**src/rtl/fa_serial_adder.sv**
```systemverilog
// Bit-serial N-bit adder sequencing the 1-bit full adder FA_cs303, LSB first.
// Define FA_SERIAL_OVF_EN to add the registered signed-overflow output ovf.
//
// state  | meaning
// IDLE   | waiting for start
// ADD    | one operand bit pair per cycle through FA_cs303
// DONE   | one-cycle done pulse, start accepted here as in IDLE

module FA_cs303 (
    input  logic x,
    input  logic y,
    input  logic z,
    output logic C,
    output logic S
);
    assign S = x ^ y ^ z;
    assign C = (x & y) | (z & (x ^ y));
endmodule

module fa_serial_adder #(
    parameter int N = 8
) (
    input  logic         clk,
    input  logic         rst_n,
    input  logic         start,
    input  logic [N-1:0] a,
    input  logic [N-1:0] b,
    input  logic         cin,
    output logic         busy,
    output logic         done,
    output logic [N-1:0] sum,
    output logic         cout
`ifdef FA_SERIAL_OVF_EN
    ,
    output logic         ovf
`endif
);
    localparam int CW = $clog2(N) + 1;
    localparam logic [CW-1:0] CNT_LAST = CW'(N - 1);

    typedef enum logic [1:0] {
        S_IDLE = 2'd0,
        S_ADD  = 2'd1,
        S_DONE = 2'd2
    } state_t;

    state_t          r_state;
    logic [N-1:0]    r_a_sr;
    logic [N-1:0]    r_b_sr;
    logic [N-1:0]    r_res_sr;
    logic [CW-1:0]   r_cnt;
    logic            r_carry;
    logic            r_busy;
    logic            r_done;
    logic [N-1:0]    r_sum;
    logic            r_cout;
`ifdef FA_SERIAL_OVF_EN
    logic            r_ovf;
`endif

    logic            w_c;
    logic            w_s;
    logic [N-1:0]    w_res_next;

    FA_cs303 u_fa (
        .x (r_a_sr[0]),
        .y (r_b_sr[0]),
        .z (r_carry),
        .C (w_c),
        .S (w_s)
    );

    // S enters at the MSB so after N shifts bit 0 holds the first sum bit
    assign w_res_next = (r_res_sr >> 1) | (N'(w_s) << (N - 1));

    always_ff @(posedge clk or negedge rst_n) begin
        if (!rst_n) begin
            r_state  <= S_IDLE;
            r_a_sr   <= '0;
            r_b_sr   <= '0;
            r_res_sr <= '0;
            r_cnt    <= '0;
            r_carry  <= 1'b0;
            r_busy   <= 1'b0;
            r_done   <= 1'b0;
            r_sum    <= '0;
            r_cout   <= 1'b0;
`ifdef FA_SERIAL_OVF_EN
            r_ovf    <= 1'b0;
`endif
        end else begin
            r_done <= 1'b0;
            case (r_state)
                S_IDLE, S_DONE: begin
                    r_state <= S_IDLE;
                    if (start) begin
                        r_a_sr   <= a;
                        r_b_sr   <= b;
                        r_carry  <= cin;
                        r_cnt    <= '0;
                        r_res_sr <= '0;
                        r_busy   <= 1'b1;
                        r_state  <= S_ADD;
                    end
                end
                S_ADD: begin
                    r_a_sr   <= r_a_sr >> 1;
                    r_b_sr   <= r_b_sr >> 1;
                    r_res_sr <= w_res_next;
                    r_carry  <= w_c;
                    r_cnt    <= r_cnt + CW'(1);
                    if (r_cnt == CNT_LAST) begin
                        r_state <= S_DONE;
                        r_busy  <= 1'b0;
                        r_done  <= 1'b1;
                        r_sum   <= w_res_next;
                        r_cout  <= w_c;
`ifdef FA_SERIAL_OVF_EN
                        // carry flop here is the carry into the MSB
                        r_ovf   <= r_carry ^ w_c;
`endif
                    end
                end
                default: r_state <= S_IDLE;
            endcase
        end
    end

    assign busy = r_busy;
    assign done = r_done;
    assign sum  = r_sum;
    assign cout = r_cout;
`ifdef FA_SERIAL_OVF_EN
    assign ovf  = r_ovf;
`endif

endmodule
```
**config.mk**
```make
export PLATFORM = sky130hd
export DESIGN_NAME = fa_serial_adder
export DESIGN_NICKNAME = d
export VERILOG_FILES = /design/src/rtl/fa_serial_adder.sv
export SDC_FILE = /design/constraint.sdc
export NUM_CORES = 1
export LEC_CHECK = 0
export ABC_AREA = 1
export BUFFER_PORTS_ARGS = -buffer_cell sky130_fd_sc_hd__clkbuf_2
export CORE_ASPECT_RATIO = 0.75
export CORE_MARGIN = 10
export CORE_UTILIZATION = 58
export DETAILED_ROUTE_END_ITERATION = 8
export HOLD_SLACK_MARGIN = 0.06
export PLACE_DENSITY = 0.92
export SETUP_SLACK_MARGIN = 0.3
export SYNTH_ARGS = -nofsm -noshare
export SYNTH_HDL_FRONTEND = slang
export SYNTH_SLANG_ARGS = --single-unit
```
**constraint.sdc**
```tcl
create_clock -name clk -period 2.7 [get_ports clk]
set_input_delay 0.54 -clock clk [delete_from_list [all_inputs] [get_ports clk]]
set_output_delay 0.54 -clock clk [all_outputs]
set_load 0.02 [all_outputs]
```
# Yosys cells after proc, flatten, opt, wreduce, memory -nomap -nowiden
# Cells that the tools add are included.
# classes
n_addsub	1
bitwise	6
n_eq_ne	5
n_mux	18
reduce_logical	6
# ops
op	n
case mux 8 bit (2 select lines)	3
two-way mux 8 bit	3
bitwise OR 7 x 8 -> 8 bit	1
case mux 4 bit (2 select lines)	1
two-way mux 1 bit	6
adder 4 x 1 -> 4 bit, second input constant	1
== test 4 x 3 -> 1 bit, second input constant	1
two-way mux 4 bit	1
!= test 2 bit, second input constant	2
case mux 1 bit (2 select lines)	2
case mux 2 bit (2 select lines)	1
AND reduction 2 bit	2
AND reduction 3 bit	1
bitwise AND 1 bit	2
== test 2 x 1 -> 1 bit, second input constant	1
== test 2 bit, second input constant	1
zero test 2 bit	1
two-way mux 2 bit	1
nonzero test 2 bit	1
OR reduction 2 bit	1
XOR 1 bit	2
bitwise OR 1 bit	1
# totals
input_bits	20
regBits	42
wordCells	46

# Depth between registers and ports, before layout
# depth
depth_word	4
mapped_depth	7
ltp_nobuf	6

# Modules after synthesis
# From an unflattened synthesis, not the netlist that was laid out.
# unflattened
hier_cells	221
hier_area_um2	1775.5
# by_module_without_submodules
mod	instances	area_per_inst_um2	cells_each
fa_serial_adder	1	1755.4	220
FA_cs303	1	20.0	1

# Worst setup path after synthesis
# No wires, ideal clock.
# synth_timing
kind	input to register
from	input port start
to	register r_a_sr[0]
slack_ns	1.496
setup_time_ns	0.065
path_buffers	1
t_arrival_ns	1.139
stages	7
cell_sequence	inv_1 -> nor2_2 -> buf_4 -> nand2_1 -> nand2_1 -> inv_1 -> nand2_1
# synth_via
elab_chain_len	2
# synth_rtl
element	line_no	rtl
start, declared	25	input logic start,
!= test 2 bit (no line)	n/a	
AND reduction 2 bit (no line)	n/a	
end signal, assigned	107	r_a_sr <= r_a_sr >> 1;
end, declared	48	logic [N-1:0] r_a_sr;
# No other way between the ends.
# A chain may end at the register's enable or synchronous reset.

# Final worst setup path
# layout_timing
from	register r_state[0]
to	register r_sum[4], in the netlist sum[4]
# layout_via
elab_chain_len	2
# layout_rtl
element	line_no	rtl
start, declared	47	state_t r_state;
start signal, assigned	78	r_state <= S_IDLE;
start signal, assigned	95	r_state <= S_IDLE;
start signal, assigned	103	r_state <= S_ADD;
== test 2 x 1 -> 1 bit	93	case (r_state)
AND reduction 2 bit (no line)	n/a	
end signal, assigned	116	r_sum <= w_res_next;
end, declared	55	logic [N-1:0] r_sum;
# No other way between the ends.

==> reports/results.tsv <==
metric	value	unit
status	complete, no violations	
Die H	67.92	µm
Initial Util	60.49	%
Vias	1392	
Routed WL per cell	11.64	µm
final WL	3.398	mm
Clock Tree Buf Depth	2	
initial DRC count	88	
final worst path period share	58.07	%
Worst Path Required	2890	ps
setup TNS	0	ps
synthesized net count	243	
CTS tree	yes	
Nets	275	
synth unique cells	17	
Detail Route Antenna Nets	0	
internal power	1.395	mW
GR peak layer	met2	
Final Core Density	69.10	%
area leader, netlist	dfrtp_1	
Setup Slack @ Placement	1116	ps
commonest register cell after synthesis	dfrtp_1	
sequential-to-total area share from yosys stat	57.79	%
placed inst area	1946	µm²
M1 GR Usage	13.52	%
Placeable Area	2935	µm²
Post-Syn Area	1775	µm²
Post-Synth XOR/XNOR Area	0	%
worst skew pair latency	300	ps
routability cong.	0.7399	
r2r setup slk	1130	ps
# rows	17	
post-CTS sizing	0	
mux cell area share after synthesis	0	%
Clk pwr share	15.8	%
first-pass GRT wire length	5.823	mm
critical path launch point	r_state[0]	
Synth Area in Simple Gates	29.74	%
grt total ovfl	0	
maximum VDD drop	655.9	µV
drt pass-1 iters	4	
crit end category	flip-flop	
combinational family with the most area after synthesis	simple AND/OR/NAND/NOR gates	
Synth Register Bits	41	
Final Skew	7.639	ps
I/O pin count	31	
Peak Freq	0.6378	GHz
# placed instances	284	
port buffer count	30	
worst setup margin	1132	ps
Relative slew margins	36.50	%
Gate power share	39.7	%
CTS root buf	clkbuf_8	
Slew Viols, Final	0	
max-cap violations	0	
top-area cell type share of the netlist area	57.79	%
antenna violations before repair	0	
crit path max fanout	9	
Crit Path Class	reg2reg	
P per Cell Area	1171	nW/µm²
startpoint types	flip-flop	
origin of the critical flop-to-flop path	r_state[0]	
layout cell share with drive strength beyond 1	17.32	%
hold crit path type	in2async	
n_diodes	0	
Total Routing Usage GR	12.65	%
Net Sw Power	979.7	µW
DRC	0	
Post-Synth Adder-Cell Area	1.832	%
Final Hold Vio Count	0	
full die area	5697	µm²
Tmin final	1568	ps
H-tree levels	2	
Detailed Place HPWL	2.445	mm
met3 Use GR	4.270	%
Synth-to-Final Area Change	14.24	%
Post-synth EDFFs	0	
sequential share of power	44.5	%
Finished Layout Cells	292	
Worst EP arrival	1760	ps
worst-margin pin slew	952.5	ps
clock net sink count	41	
Compound-Gate Fraction of Synth Area	2.960	%
Filler cells	232	
largest net degree at the start of global routing	42	
die width	83.89	µm
cts-stage hold buffer count	0	
routing usage on met2	22.04	%
syn_area_per_cell	8.034	µm²
Reg clk slew, reported paths	80	ps
Post-Synthesis Cells	221	
final setup fails	0	
postcts setup bufs	0	
ranking of synthesized cells by area	dfrtp_1 58%, nand2_1 25%, inv_1 5.3%	
asr flop ratio synth	100.0	%
Switching Fraction	41.26	%
via density per instance	4.767	
CTS buffer count	5	
Lkg Pwr	1.180	nW
Synth Warn #	0	
fin area	2028	µm²
unrepaired setup endpoints after global routing	no	
reg2reg end	sum[4]	
number of global-route vias before repair	1402	
cells on worst reg2reg path	5	
-- registers in the layout (all words and copies together), names as in the netlist, 2 cells and up --
signal and flops:
r_a_sr 8, r_b_sr 8, r_res_sr 7, r_state 2, sum 8, r_cnt 4
-- cell usage in the layout (no fill, tap or decap) --
cell type / n
buf_4: 1
o21ai_0: 2
nand2_1: 120
inv_1: 25
nor2_2: 1
clkbuf_8: 5
inv_2: 2
clkbuf_2: 30
fa_1: 1
nand3_1: 4
a21oi_1: 1
ha_1: 1
nand4_1: 1
o22ai_1: 6
clkinv_2: 2
nand2_2: 2
clkbuf_1: 1
or2_2: 1
nor2_1: 7
dfrtp_1: 41
-- worst max path at each step --
stage	end	slack (ps)	cells past startpoint
CTS	sum[4]	1130	5
finish	sum[4]	1130	5
detailed placement	r_a_sr[2]	1120	7
global route	sum[4]	1000	5
floorplan	r_a_sr[0]	1500	7
global placement	r_a_sr[0]	1180	7
-- Yosys cell counts, types with 2 or more instances --
cell type    n
nand2_1    120
dfrtp_1     41
inv_1       25
nor2_1       7
o22ai_1      6
buf_2        4
nand3_1      4
buf_4        2
inv_2        2
nand2_2      2
o21ai_0      2
-- power groups by stage --
stage | Sequential, mW | Combinational (mW) | Clock (mW)
CTS | 1.05 | 0.956 | 0.381
floorplan | 1.12 | 0.630 | 0
detailed placement | 1.06 | 0.947 | 0
global placement | 1.05 | 0.907 | 0
finish | 1.06 | 0.942 | 0.376
global route | 1.09 | 1.09 | 0.411
-- critical path, cell delays in order (launching register included) --
cell and delay [ps]:
dfrtp_1 410, inv_2 50, nor2_1 440, nand2_1 350, nand2_1 150, nand2_1 60
-- metrics by stage --
stage	power, mW	hold slack [ps]
finish	2.375	385.9
global route	2.591	453.5
CTS	2.391	419.1
detailed placement	2.009	458.5
global placement	1.959	451.4
floorplan	1.753	244.4
-- kinds of logic (layout without fill, tap and decap cells) --
kind of cell / Yosys count / after routing
AOI/OAI and AO/OA: 9 / 9
buffers and inverters: 33 / 66
adders and majority gates: 2 / 2
and+or+nand+nor: 136 / 136
DFF: 41 / 41
-- routing by layer --
layer / share of wire (%) / wire (µm)
met2: 47 / 1601
met5: 0 / 0
met4: 2.5 / 84
met1: 44 / 1493
met3: 6.5 / 220
-- final cells by class --
type / instances / area (µm²) / share of cell area [%]
multi-input combinational: 147 / 613.1 / 30.23
inverter: 27 / 101.3 / 4.997
tap: 38 / 47.55 / 2.344
clock inverter: 2 / 10.01 / 0.4935
sequential: 41 / 1026 / 50.59
timing repair buffer: 31 / 157.7 / 7.773
clock buffer: 6 / 72.57 / 3.578
(Power assumes the default switching activity.)
